===== config.mk =====
export PLATFORM = sky130hd
export DESIGN_NAME = output_collector
export DESIGN_NICKNAME = d
export VERILOG_FILES = /design/src/rtl/collector_pkg.sv /design/src/rtl/sync_fifo.sv /design/src/rtl/output_collector.sv
export SDC_FILE = /design/constraint.sdc
export NUM_CORES = 1
export LEC_CHECK = 0
export ABC_AREA = 1
export CAP_MARGIN = 10
export CORE_MARGIN = 3
export CORE_UTILIZATION = 38
export DETAILED_ROUTE_END_ITERATION = 16
export PLACE_DENSITY = 0.63
export SYNTH_ARGS = -nofsm -noshare
export SYNTH_HDL_FRONTEND = slang
export SYNTH_SLANG_ARGS = --single-unit

===== constraint.sdc =====
create_clock -name clk -period 5.34 [get_ports clk]
set_clock_uncertainty 0.05 [all_clocks]
set_input_delay 1.602 -clock clk [delete_from_list [all_inputs] [get_ports clk]]
set_output_delay 1.602 -clock clk [all_outputs]
set_load 0.02 [all_outputs]

===== src/rtl/collector_pkg.sv =====
// Shared geometry defaults, packed memory word and pairing FSM states
// for the convolution output collector.
package collector_pkg;

  localparam int IO_W = 16;
  localparam int MEM_W = 2 * IO_W;
  localparam int MEM_H = 256;
  localparam int FM_W = 1024;
  localparam int FM_H = 1024;
  localparam int NB_CH = 64;
  localparam int FIFO_D = 4;

  typedef struct packed {
    logic [IO_W-1:0] hi;
    logic [IO_W-1:0] lo;
  } word_t;

  typedef enum logic {
    EMPTY = 1'b0,
    HALF  = 1'b1
  } state_t;

endpackage


===== src/rtl/sync_fifo.sv =====
// Single-clock FIFO with extra-bit pointers; push while full only
// succeeds when a pop frees the head slot in the same cycle.
module sync_fifo #(
  parameter int WIDTH = 8,
  parameter int DEPTH = 4
) (
  input  logic             clk,
  input  logic             rst_in,
  input  logic             push,
  input  logic [WIDTH-1:0] din,
  input  logic             pop,
  output logic [WIDTH-1:0] dout,
  output logic             full,
  output logic             empty
);

  localparam int PW = $clog2(DEPTH);

  logic [WIDTH-1:0] mem [DEPTH];
  logic [PW:0]      wr_ptr;
  logic [PW:0]      rd_ptr;
  logic             do_pop;
  logic             do_push;

  assign empty = (wr_ptr == rd_ptr);
  assign full = (wr_ptr[PW] != rd_ptr[PW]) &&
                (wr_ptr[PW-1:0] == rd_ptr[PW-1:0]);
  assign do_pop = pop && !empty;
  assign do_push = push && (!full || do_pop);
  assign dout = mem[rd_ptr[PW-1:0]];

  always_ff @(posedge clk) begin
    if (rst_in) begin
      wr_ptr <= '0;
      rd_ptr <= '0;
    end else begin
      if (do_push) wr_ptr <= wr_ptr + 1'b1;
      if (do_pop) rd_ptr <= rd_ptr + 1'b1;
    end
  end

  always_ff @(posedge clk) begin
    if (do_push) mem[wr_ptr[PW-1:0]] <= din;
  end

endmodule


===== src/rtl/output_collector.sv =====
// Pairs even/odd channel samples into packed memory words and drains
// them through a FIFO to a granted external memory write port.
module output_collector
  import collector_pkg::*;
#(
  parameter int IO_DATA_WIDTH = IO_W,
  parameter int EXT_MEM_WIDTH = MEM_W,
  parameter int EXT_MEM_HEIGHT = MEM_H,
  parameter int FEATURE_MAP_WIDTH = FM_W,
  parameter int FEATURE_MAP_HEIGHT = FM_H,
  parameter int OUTPUT_NB_CHANNELS = NB_CH,
  parameter int FIFO_DEPTH = FIFO_D,
  localparam int XW = $clog2(FEATURE_MAP_WIDTH),
  localparam int YW = $clog2(FEATURE_MAP_HEIGHT),
  localparam int CW = $clog2(OUTPUT_NB_CHANNELS),
  localparam int AW = $clog2(EXT_MEM_HEIGHT)
) (
  input  logic                     clk,
  input  logic                     rst_in,
  input  logic [IO_DATA_WIDTH-1:0] in_data,
  input  logic                     in_valid,
  input  logic [XW-1:0]            in_x,
  input  logic [YW-1:0]            in_y,
  input  logic [CW-1:0]            in_ch,
  input  logic                     flush,
  input  logic                     mem_grant,
  output logic                     mem_write_en,
  output logic [AW-1:0]            mem_write_addr,
  output logic [EXT_MEM_WIDTH-1:0] mem_din,
  output logic                     overflow,
  output logic                     pair_error,
  output logic [15:0]              words_written,
  output logic                     idle
);

  typedef struct packed {
    logic [AW-1:0] addr;
    word_t         w;
  } entry_t;

  function automatic logic [AW-1:0] addr_of(
    input logic [YW-1:0] y,
    input logic [XW-1:0] x,
    input logic [CW-1:0] c
  );
    logic [31:0] lin;
    lin = (32'(y) * 32'(FEATURE_MAP_WIDTH) + 32'(x))
          * 32'(OUTPUT_NB_CHANNELS) + 32'(c);
    return AW'((lin >> 1) % 32'(EXT_MEM_HEIGHT));
  endfunction

  state_t          state, state_n;
  logic [IO_W-1:0] low, low_n;
  logic [XW-1:0]   hold_x, hold_x_n;
  logic [YW-1:0]   hold_y, hold_y_n;
  logic [CW-1:0]   hold_ch, hold_ch_n;
  logic [AW-1:0]   hold_addr, hold_addr_n;
  logic            flush_pend, flush_pend_n;
  logic            skid_v, skid_v_n;
  entry_t          skid, skid_n;
  logic            a_v, b_v;
  entry_t          a_e, b_e;
  logic            perr_set;
  logic            push;
  entry_t          push_e;
  entry_t          head;
  logic            fifo_full, fifo_empty;
  logic            pop;
  logic [IO_W-1:0] sample;
  logic [AW-1:0]   in_addr;
  logic            eff_flush;
  logic            partner;

  assign sample = IO_W'(in_data);
  assign in_addr = addr_of(in_y, in_x, in_ch);
  assign eff_flush = flush || flush_pend;
  assign partner = in_ch[0] && (in_x == hold_x) &&
                   (in_y == hold_y) &&
                   (in_ch == (hold_ch | CW'(1)));

  always_comb begin
    state_n = state;
    low_n = low;
    hold_x_n = hold_x;
    hold_y_n = hold_y;
    hold_ch_n = hold_ch;
    hold_addr_n = hold_addr;
    flush_pend_n = 1'b0;
    a_v = 1'b0;
    a_e = '0;
    b_v = 1'b0;
    b_e = '0;
    perr_set = 1'b0;
    if (in_valid) begin
      unique case (state)
        EMPTY: begin
          if (!in_ch[0]) begin
            state_n = HALF;
          end else begin
            a_v = 1'b1;
            a_e = '{addr: in_addr, w: '{hi: sample, lo: '0}};
            perr_set = 1'b1;
          end
        end
        HALF: begin
          a_v = 1'b1;
          if (partner) begin
            a_e = '{addr: hold_addr, w: '{hi: sample, lo: low}};
            state_n = EMPTY;
          end else begin
            a_e = '{addr: hold_addr, w: '{hi: '0, lo: low}};
            perr_set = 1'b1;
            if (in_ch[0]) begin
              b_v = 1'b1;
              b_e = '{addr: in_addr, w: '{hi: sample, lo: '0}};
              state_n = EMPTY;
            end
          end
        end
        default: state_n = EMPTY;
      endcase
      if (!in_ch[0] && !(state == HALF && partner)) begin
        low_n = sample;
        hold_x_n = in_x;
        hold_y_n = in_y;
        hold_ch_n = in_ch;
        hold_addr_n = in_addr;
      end
      flush_pend_n = eff_flush && (state_n == HALF);
    end else if (eff_flush && state == HALF) begin
      a_v = 1'b1;
      a_e = '{addr: hold_addr, w: '{hi: '0, lo: low}};
      state_n = EMPTY;
    end
  end

  // Skid entry always goes first; the FSM never yields two words
  // while the skid is occupied, so nothing is lost here.
  always_comb begin
    push = 1'b0;
    push_e = '0;
    skid_v_n = 1'b0;
    skid_n = '0;
    if (skid_v) begin
      push = 1'b1;
      push_e = skid;
      skid_v_n = a_v;
      skid_n = a_e;
    end else if (a_v) begin
      push = 1'b1;
      push_e = a_e;
      skid_v_n = b_v;
      skid_n = b_e;
    end
  end

  always_ff @(posedge clk) begin
    if (rst_in) begin
      state <= EMPTY;
      low <= '0;
      hold_x <= '0;
      hold_y <= '0;
      hold_ch <= '0;
      hold_addr <= '0;
      flush_pend <= 1'b0;
      skid_v <= 1'b0;
      skid <= '0;
      overflow <= 1'b0;
      pair_error <= 1'b0;
      words_written <= '0;
    end else begin
      state <= state_n;
      low <= low_n;
      hold_x <= hold_x_n;
      hold_y <= hold_y_n;
      hold_ch <= hold_ch_n;
      hold_addr <= hold_addr_n;
      flush_pend <= flush_pend_n;
      skid_v <= skid_v_n;
      skid <= skid_n;
      if (push && fifo_full && !pop) overflow <= 1'b1;
      if (perr_set) pair_error <= 1'b1;
      if (pop && words_written != 16'hFFFF)
        words_written <= words_written + 16'd1;
    end
  end

  sync_fifo #(
    .WIDTH($bits(entry_t)),
    .DEPTH(FIFO_DEPTH)
  ) u_fifo (
    .clk(clk),
    .rst_in(rst_in),
    .push(push),
    .din(push_e),
    .pop(pop),
    .dout(head),
    .full(fifo_full),
    .empty(fifo_empty)
  );

  assign pop = !fifo_empty && mem_grant && !rst_in;
  assign mem_write_en = pop;
  assign mem_write_addr = rst_in ? '0 : head.addr;
  assign mem_din = rst_in ? '0 : EXT_MEM_WIDTH'(head.w);
  assign idle = rst_in ||
                (fifo_empty && state == EMPTY && !skid_v);

endmodule


==> out/qor.txt <==
CP max stage delay = 660 ps
CTS tree = yes
Final-report hold violation count = 0
Vias per inst = 4.95
Root Buffer = clkbuf_16
Dpl ws = 642 ps
Critical Path Start Type = primary input
Mapped Cells = 1,290
Minimum period implied by the final worst setup slack = 4690 ps
Slowest cell on the critical path = clkdlybuf4s50_1
Status = complete, no violations
Cells along the critical path = clkdlybuf4s50_1 -> nand2_2 -> nor2_1 -> clkdlybuf4s50_1
Number of CTS-inserted buffers = 28
EDFF count, synth = 160
F_max = 0.213 GHz
Synth Register Bits = 270
Cell area after layout = 14,000 sq um
Final slew viol count = 0
First-pass GRT wire length = 45.4 mm
P_leak = 5.24 nW
Via count = 8,812
Worst hold stages = 2
Max Cap Viol = 0
Power Dens Cells = 385 nW/um^2
Kind of critical path = in2out
Clk_lat worst skew = 560 ps
Ys Warns = 0
FFs w/ async S/R, synth = 0%
Final std cells w/o fill = 1,782
M1 GR Usage = 22.8%
Hold WC Path Type = reg2reg
Initial antenna violation count = 1
DRT iter0 DRCs = 823
Most common cell after layout, fill and taps aside = nor2_1
Netlist Area Pre-Place = 11,700 sq um
Aggregate global routing overflow = 0
# diodes = 0
Worst vdd ir = 0.000246 V
FF-to-FF path depth = 9
Sequential area share after synthesis = 60.0%
Tot GR Track Use = 16.9%
Row count = 63
Post-CTS setup buffer count = 0
DP HPWL = 18.1 mm
Share of cells above drive strength 1 = 6.68%
Setup_tns = 0 ps
Cell repeated most along the worst path = clkdlybuf4s50_1
Crit share post-route = 87.8%
# IOs = 107
Dpl cells = 1,730
Layout net count = 1,423
Dominant cell type by area after synthesis = edfxtp_1
DRT antenna net count = 0
Area contributors post-synth = edfxtp_1 (41%), dfxtp_1 (19%), nor2_1 (9.3%)
Max Root-Sink Buffers = 3
Vias in the first global route = 8,151
Normalized max-slew margin = 25.3%
WP depth = 4
WP buf/inv = 2
Critical Path End Type = output port
Area post-placement = 13,100 sq um
Core box area = 30,000 sq um
RePlAce Congestion = 0.833
Top-area cell type share of the netlist area = 41.1%
H-tree Lvls = 1
Syn Nets = 1,343
Fin worst setup slack = 654 ps
P&R area growth vs syn = 19.8%
Maximum fanout along the worst path = 4
CTS Sinks = 270
Met3 GRT Util = 2.96%
FILL cells = 2,816
Full die area = 32,900 sq um
Starting Density = 39.0%
Post-CTS sizing = 0
GRT busiest layer = met2
RSZ-0062 raised after global routing = false
WL per Instance = 16.0 um
Port Buffers = 106
Crit-path leading delay family = buffers and inverters
Die height = 181 um
Most used DFF post-synth = edfxtp_1
Mean cell area of the mapped netlist = 9.05 sq um
Drt first pass iters = 5
Worst-Margin Slew = 1120 ps
Post-synthesis cell type count = 35
Largest net degree at the start of global routing = 81
Routed wire length = 28.5 mm
Clock transition at path regs = 60 ps
# DRC = 0
Die width = 181 um
Commonest cells after routing, fill and taps aside = nor2_1 (285), nand2_1 (208), edfxtp_1 (160)
CP required = 3690 ps
Final setup viols = 0
CTS Hold Bufs = 0
Routing usage on met2 = 28.4%
WP data arrival = 3030 ps
[path summary, 6_finish.rpt]
| check | startpoint | endpoint | slack (ps) |
|---|---|---|---|
| setup / recovery | mem_grant | mem_write_en | 650 |
| hold / removal | pair_error$_SDFFE_PP0P_ | pair_error$_SDFFE_PP0P_ | 410 |
| setup reg to reg | state$_SDFFE_PP0P_ | u_fifo.mem[2][11]$_DFFE_PP_ | 2420 |
| hold reg to reg | pair_error$_SDFFE_PP0P_ | pair_error$_SDFFE_PP0P_ | 410 |
[worst register-to-register path, cell delays in order, from the launching register on]
cell and delay, ps:
dfxtp_1 390, buf_4 320, inv_2 120, nand2_4 210, nand2_4 100, o21ai_1 120
or2_1 240, nand2_2 210, nor2_4 240, buf_4 540
[power by group]
group	total (mW)	switching (mW)	leakage, nW	internal [mW]
clock	1.89	0.808	0.443	1.08
sequential	2.34	0.0525	2.47	2.29
combinational	1.16	0.733	2.33	0.428
total	5.39	1.59	5.24	3.80
[state kept, by name, indices dropped and copies added, names as in the netlist, named ones only]
register,flops
flush_pend,1
hold_addr,1
hold_ch,4
hold_x,10
hold_y,10
low,16
overflow,1
pair_error,1
skid,40
skid_v,1
state,1
u_fifo.mem,160
u_fifo.rd_ptr,3
u_fifo.wr_ptr,3
words_written,16
[routing by layer]
layer  wire [um]  up-vias
li1            -     4473
met1       12700     4089
met2       13800      209
met3        1460       39
met4         549        2
met5          13        -
[cells by family after synthesis]
logic type	count (synthesis)	synth area share (%)
DFF	270	60.0
buffers and inverters	146	5.13
adders and majority gates	6	0.643
xor gates and xnor gates	21	1.58
AOI/OAI and AO/OA	245	10.8
and+or+nand+nor	602	21.8
[metrics by stage]
step           power (mW)  hold slack (ps)  util (%)
2_1_floorplan        3.10              382         -
3_3_place_gp         3.56              396      43.7
3_5_place_dp         3.57              401      43.7
4_1_cts              5.45              411      46.7
5_1_grt              5.63              436      46.7
6_report             5.39              411      46.7
[cell type report]
type | count | area (sq um) | share of cell area (%)
clock buffer | 36 | 741 | 5.29
clock inverter | 16 | 155 | 1.11
inverter | 72 | 270 | 1.93
multi-input combinational | 874 | 4100 | 29.3
sequential | 270 | 7010 | 50.1
tap | 390 | 488 | 3.49
timing repair buffer | 124 | 1230 | 8.78
[synth_stat cells, types with 6 or more instances]
cell / number
inv_1: 66
a22oi_1: 8
nand3_1: 35
buf_1: 14
nor2_1: 289
clkbuf_1: 48
o21ai_0: 142
ha_1: 6
dfxtp_1: 110
o21ai_1: 18
edfxtp_1: 160
xnor2_1: 12
nand3b_1: 17
xor2_1: 9
a21oi_1: 74
nand4_1: 25
nand2_1: 208
nor3_1: 8
No activity file was read; power rests on OpenSTA's default activity.
